[src/rtl/t481_pattern_driver_if.sv]
// Bundles the control, result and DUT-facing signals of the t481 pattern driver.
// Latency: none, wiring only.
// Backpressure: none; start/done is a request/pulse pair and the driver owns pacing.
// master: controller plus t481 side (drives start/abort/mode/num_vec, and resp_in from t481).
// slave:  the pattern driver itself.
interface t481_pattern_driver_if;
  logic        start;
  logic        abort;
  logic        mode;
  logic [16:0] num_vec;
  logic [15:0] vec_out;
  logic        resp_in;
  logic        busy;
  logic        done;
  logic [15:0] signature;
  logic [16:0] ones_count;

  modport master (
    output start, abort, mode, num_vec, resp_in,
    input  vec_out, busy, done, signature, ones_count
  );

  modport slave (
    input  start, abort, mode, num_vec, resp_in,
    output vec_out, busy, done, signature, ones_count
  );
endinterface

[src/rtl/t481_pattern_driver.sv]
// Drives exhaustive or LFSR vectors into t481 and compacts v160 into a MISR signature and ones count.
// Latency: 2 cycles per vector (APPLY settle + SAMPLE); done pulses 2N+1 cycles after the start cycle.
// Backpressure: none; start is ignored outside IDLE, abort returns to IDLE from APPLY/SAMPLE.
// Ports: clk, rst_n (async active-low); bus.slave carries start/abort/mode/num_vec in,
//        vec_out/resp_in to and from t481, busy/done/signature/ones_count out.
module t481_pattern_driver #(
  parameter logic [15:0] SEED      = 16'hACE1,
  parameter logic [15:0] LFSR_POLY = 16'hB400,
  parameter logic [15:0] MISR_POLY = 16'h1021
) (
  input logic                   clk,
  input logic                   rst_n,
  t481_pattern_driver_if.slave  bus
);

  typedef enum logic [1:0] {IDLE, APPLY, SAMPLE, DONE} state_t;

  // An all-zero seed would lock the LFSR at zero forever.
  localparam logic [15:0] SEED_EFF  = (SEED == 16'h0000) ? 16'h0001 : SEED;
  localparam logic [16:0] EXH_COUNT = 17'h10000;

  state_t      state;
  state_t      state_nxt;
  logic [15:0] vec_q;
  logic        mode_q;
  logic [16:0] num_vec_q;
  logic [16:0] vec_cnt;
  logic [15:0] sig_q;
  logic [16:0] ones_q;

  logic        busy_c;
  logic        done_c;
  logic [16:0] cnt_inc;
  logic [16:0] target;
  logic        last_vec;
  logic [15:0] lfsr_nxt;
  logic [15:0] vec_nxt;
  logic        misr_fb;
  logic [15:0] sig_nxt;

  // Datapath next values, only consumed in SAMPLE.
  always_comb begin
    cnt_inc  = vec_cnt + 17'd1;
    target   = mode_q ? num_vec_q : EXH_COUNT;
    last_vec = (cnt_inc == target);
    lfsr_nxt = vec_q[0] ? ((vec_q >> 1) ^ LFSR_POLY) : (vec_q >> 1);
    vec_nxt  = mode_q ? lfsr_nxt : (vec_q + 16'd1);
    misr_fb  = sig_q[15] ^ bus.resp_in;
    sig_nxt  = {sig_q[14:0], 1'b0} ^ ({16{misr_fb}} & MISR_POLY);
  end

  // Next-state and status outputs.
  always_comb begin
    state_nxt = state;
    busy_c    = 1'b0;
    done_c    = 1'b0;
    case (state)
      IDLE: begin
        if (bus.start) begin
          // A zero-length LFSR run completes without applying any vector.
          state_nxt = (bus.mode && (bus.num_vec == 17'd0)) ? DONE : APPLY;
        end
      end
      APPLY: begin
        busy_c    = 1'b1;
        state_nxt = bus.abort ? IDLE : SAMPLE;
      end
      SAMPLE: begin
        busy_c = 1'b1;
        if (bus.abort) begin
          state_nxt = IDLE;
        end else if (last_vec) begin
          state_nxt = DONE;
        end else begin
          state_nxt = APPLY;
        end
      end
      DONE: begin
        done_c    = 1'b1;
        state_nxt = IDLE;
      end
      default: state_nxt = IDLE;
    endcase
  end

  always_ff @(posedge clk or negedge rst_n) begin
    if (!rst_n) begin
      state <= IDLE;
    end else begin
      state <= state_nxt;
    end
  end

  // vec_q doubles as the exhaustive counter and the LFSR register, so the
  // applied vector and the generator state can never diverge.
  always_ff @(posedge clk or negedge rst_n) begin
    if (!rst_n) begin
      vec_q     <= 16'h0000;
      mode_q    <= 1'b0;
      num_vec_q <= 17'd0;
      vec_cnt   <= 17'd0;
      sig_q     <= 16'h0000;
      ones_q    <= 17'd0;
    end else begin
      case (state)
        IDLE: begin
          if (bus.start) begin
            mode_q    <= bus.mode;
            num_vec_q <= bus.num_vec;
            vec_cnt   <= 17'd0;
            sig_q     <= 16'h0000;
            ones_q    <= 17'd0;
            vec_q     <= bus.mode ? SEED_EFF : 16'h0000;
          end
        end
        SAMPLE: begin
          // abort wins over the capture: the partial results stay as they were.
          if (!bus.abort) begin
            sig_q   <= sig_nxt;
            ones_q  <= ones_q + {16'd0, bus.resp_in};
            vec_cnt <= cnt_inc;
            // The final vector stays on vec_out after the run.
            if (!last_vec) begin
              vec_q <= vec_nxt;
            end
          end
        end
        default: ;
      endcase
    end
  end

  assign bus.vec_out    = vec_q;
  assign bus.busy       = busy_c;
  assign bus.done       = done_c;
  assign bus.signature  = sig_q;
  assign bus.ones_count = ones_q;

endmodule

[src/flat_wrapper.sv]
// flat-port wrapper written by rule: the top's interface ports become plain ports
module t481_pattern_driver_flat 
#(
  parameter logic [15:0] SEED      = 16'hACE1,
  parameter logic [15:0] LFSR_POLY = 16'hB400,
  parameter logic [15:0] MISR_POLY = 16'h1021
)
  (clk, rst_n, bus_start, bus_abort, bus_mode, bus_num_vec, bus_resp_in, bus_vec_out, bus_busy, bus_done, bus_signature, bus_ones_count);
  t481_pattern_driver_if bus_i ();
  input logic clk;
  input logic rst_n;
  input wire logic [$bits(bus_i.start)-1:0] bus_start;
  input wire logic [$bits(bus_i.abort)-1:0] bus_abort;
  input wire logic [$bits(bus_i.mode)-1:0] bus_mode;
  input wire logic [$bits(bus_i.num_vec)-1:0] bus_num_vec;
  input wire logic [$bits(bus_i.resp_in)-1:0] bus_resp_in;
  output wire logic [$bits(bus_i.vec_out)-1:0] bus_vec_out;
  output wire logic [$bits(bus_i.busy)-1:0] bus_busy;
  output wire logic [$bits(bus_i.done)-1:0] bus_done;
  output wire logic [$bits(bus_i.signature)-1:0] bus_signature;
  output wire logic [$bits(bus_i.ones_count)-1:0] bus_ones_count;
  assign bus_i.start = bus_start;
  assign bus_i.abort = bus_abort;
  assign bus_i.mode = bus_mode;
  assign bus_i.num_vec = bus_num_vec;
  assign bus_i.resp_in = bus_resp_in;
  assign bus_vec_out = bus_i.vec_out;
  assign bus_busy = bus_i.busy;
  assign bus_done = bus_i.done;
  assign bus_signature = bus_i.signature;
  assign bus_ones_count = bus_i.ones_count;
  t481_pattern_driver #(.SEED(SEED), .LFSR_POLY(LFSR_POLY), .MISR_POLY(MISR_POLY)) u_core (.clk(clk), .rst_n(rst_n), .bus(bus_i));
endmodule
[config.mk]
export PLATFORM = sky130hd
export DESIGN_NAME = t481_pattern_driver_flat
export DESIGN_NICKNAME = d
export VERILOG_FILES = /design/src/rtl/t481_pattern_driver_if.sv /design/src/rtl/t481_pattern_driver.sv /design/src/flat_wrapper.sv
export SDC_FILE = /design/constraint.sdc
export NUM_CORES = 1
export LEC_CHECK = 0
export BUFFER_PORTS_ARGS = -buffer_cell sky130_fd_sc_hd__buf_2
export CAP_MARGIN = 20
export CORE_MARGIN = 2
export CORE_UTILIZATION = 50
export CTS_CLUSTER_SIZE = 8
export DETAILED_ROUTE_END_ITERATION = 7
export GPL_ROUTABILITY_DRIVEN = 0
export PLACE_DENSITY = 0.74
export RECOVER_POWER = 50
export SLEW_MARGIN = 5
export SYNTH_ARGS = -nofsm -noshare
export SYNTH_HDL_FRONTEND = slang
export SYNTH_SLANG_ARGS = --single-unit
[constraint.sdc]
create_clock -name clk -period 4 [get_ports clk]
set_input_delay 0.4 -clock clk [delete_from_list [all_inputs] [get_ports clk]]
set_output_delay 0.4 -clock clk [all_outputs]
set_load 0.005 [all_outputs]
==> metrics.txt <==
outcome finished with violations; failing checks max-capacitance violations, max-slew violations; worst r2r src u_core.vec_cnt[0]; Worst-Skew Late Latency 0.37 ns; share of cells above drive strength 1 19.8%; initial core utilization 50.7%; Detail Route Antenna Nets 0; cts repair resizes 0; most used routing layer in global routing met2; total inserted antenna cells 0; M2 GR Usage 36.4%; Tightest Pin Transition 1.67 ns; Clock power frac 19.9%; clock-pin transition on the worst setup and hold timing paths 0.09 ns; pins over their slew limit 70; drt first pass iters 4; Placed Area 5330 um2; Int Power 0.00187 W; Mapped Cells 517; P per Cell Area 562 nW/um2; Critical Path AT 3.51 ns; fin crit share 81.2%; sequential area share after synthesis 44.2%; critical-path cell list ha_1, nand4_1, or3_1, xor2_1, a32oi_1, a211o_1, nor4_4, buf_4, a311oi_1, o32ai_1; Tot GR Track Use 23.1%; # clock sinks 86; post-DR vias/cell 5.88; Worst Hold Depth 2; die height 103 um; placed cell count 701; Critical Path Sink u_core.bus.vec_out[4]; CTS Buf Count 9; Comb pwr share 39.3%; Primary FF master, synth dfrtp_1; fin area 5530 um2; NumNets Final 612; most frequent cells in the layout 86 x dfrtp_1, 64 x nand2_1, 61 x buf_2, 43 x o21ai_0, 41 x nor2_1; Total Neg Setup Slack 0 ns; H-Tree Level Count 3; Yosys cell types 58; row count 36; Starting DRT DRC Count 259; Switching Share 39.9%; I/O pin total 74; Setup Fix Bufs, Post-CTS 0; Area Overhead vs Synth 13.6%; Routed WL 11400 um; met3 usage 4.61%; Syn Area/Cell 9.41 um2; Core Footprint 9590 um2; Synth Register Bits 86; Die ar. 10500 um2; M1 GR Usage 32.6%; Crit path max-delay family simple AND/OR/NAND/NOR gates; CP Max Fanout 13; min Tclk post-route 3.25 ns; global route total overflow 0; largest net degree at the start of global routing 87; Post-synth EDFFs 0; Post-Syn Nets 548; CTS tree done; Setup CP Type flop to flop; Worst R2R End u_core.bus.vec_out[4]; Setup-failing EPs final 0; Max Cap Viol 1; RSZ-0062 raised after global routing false; Max transition margin -11.2%; final hold slack 0.273 ns; global-route wire length before repair 19100 um; vias in the first global route 3907; Psw 0.00124 W; CP Capture Type flop; DPL Wire Length 7930 um; final core utilization 57.6%; Synth Warn # 0; Final Skew 0.0132 ns; final cell count without fillers 719; Crit. path cell count 10; Hold Fails Final Rpt 0; IO Port Bufs 73; Via Count 4225; initial antenna violation count 0; worst setup path startpoint u_core.vec_cnt[0]; Leak 2.44 nW; reg2reg setup slack 0.75 ns; CP max stage cell or3_1; worst-case reg-to-reg path depth 10; f_max 308 MHz; fraction of synthesis flops using an asynchronous set or reset pin 100%; Startpoint Class flop; crit path buf inv count 1; CP max stage delay 0.47 ns; Worst Hold Class primary input to flop; WL/cell 15.8 um; Residual DRC 0; number of hold buffers added after CTS 0; Reg power frac 40.8%; clock root cell clkbuf_8; Max VDD drop 0.463 mV; commonest non-fill, non-tap cell in the layout dfrtp_1; Crit path required time 4.26 ns; Clock Path Buffers 2; Mapped Area 4870 um2; die width 103 um
## through the flow
step	power, W	worst slack (ns)
4_1_cts	0.00312	0.775
6_report	0.00311	0.752
3_3_place_gp	0.00244	0.924
3_5_place_dp	0.00251	0.810
2_1_floorplan	0.00214	1.05
5_1_grt	0.00335	0.528
## sequential cells by signal, summed over array words and instances (netlist names)
register / cells
u_core.bus.ones_count: 17
u_core.num_vec_q: 17
u_core.vec_cnt: 17
u_core.bus.signature: 16
u_core.bus.vec_out: 16
u_core.state: 2
u_core.mode_q: 1
## worst min path at each step
stage                                  start                       end  slack [ns]
after floorplan                        rst_n  u_core.bus.ones_count[0]        0.10
after global placement    u_core.vec_cnt[16]        u_core.vec_cnt[16]        0.47
after detailed placement  u_core.vec_cnt[16]        u_core.vec_cnt[16]        0.48
after CTS                     bus_num_vec[5]       u_core.num_vec_q[5]        0.26
after global routing          bus_num_vec[5]       u_core.num_vec_q[5]        0.26
final                         bus_num_vec[5]       u_core.num_vec_q[5]        0.27
## power by group through the flow
stage | logic (W) | registers, W | clock network [W]
final | 0.00122 | 0.00127 | 0.000620
after global routing | 0.00137 | 0.00131 | 0.000673
after CTS | 0.00123 | 0.00127 | 0.000629
after detailed placement | 0.00122 | 0.00128 | 0
after global placement | 0.00118 | 0.00127 | 0
after floorplan | 0.000941 | 0.00120 | 0
## cell families after synthesis
group                      synth area share (%)
muxes                                      7.25
AOI/OAI and AO/OA                          15.4
adders and majority gates                  2.06
buffers and inverters                      3.08
and+or+nand+nor                            19.1
DFF                                        44.2
xor gates and xnor gates                   8.87
## synthesized netlist by cell type (3+ instances only)
master	count	area, um2
or3_1	8	50.1
dfrtp_1	86	2150
nand3_1	27	135
ha_1	8	100
xor2_1	22	193
a21oi_1	23	115
nor3_1	10	50.1
a22o_1	17	149
clkbuf_1	23	86.3
xnor2_1	22	193
nor2_1	41	154
inv_1	10	37.5
and3_1	5	31.3
nand2_1	64	240
nor2b_1	3	18.8
o31ai_1	13	97.6
mux2i_1	6	60.1
o21ai_0	43	215
mux2_2	26	293
nand4_1	10	62.6
nor4_1	5	31.3
## layer usage
| metal | routed length [um] | vias to the layer above |
|---|---|---|
| li1 | - | 1991 |
| met1 | 5160 | 2098 |
| met2 | 5520 | 126 |
| met3 | 592 | 10 |
| met4 | 109 | 0 |
| met5 | 0 | - |
## area by class of cell
cell class | count | area (um2)
flip-flops and latches | 86 | 2150
clock buffers | 9 | 124
multi-input cells | 393 | 2570
clock inverters | 7 | 73.8
fillers | 880 | 4070
repair buffers | 80 | 403
inverters | 11 | 41.3
well taps | 133 | 166
Power figures use the tool's default switching activity.
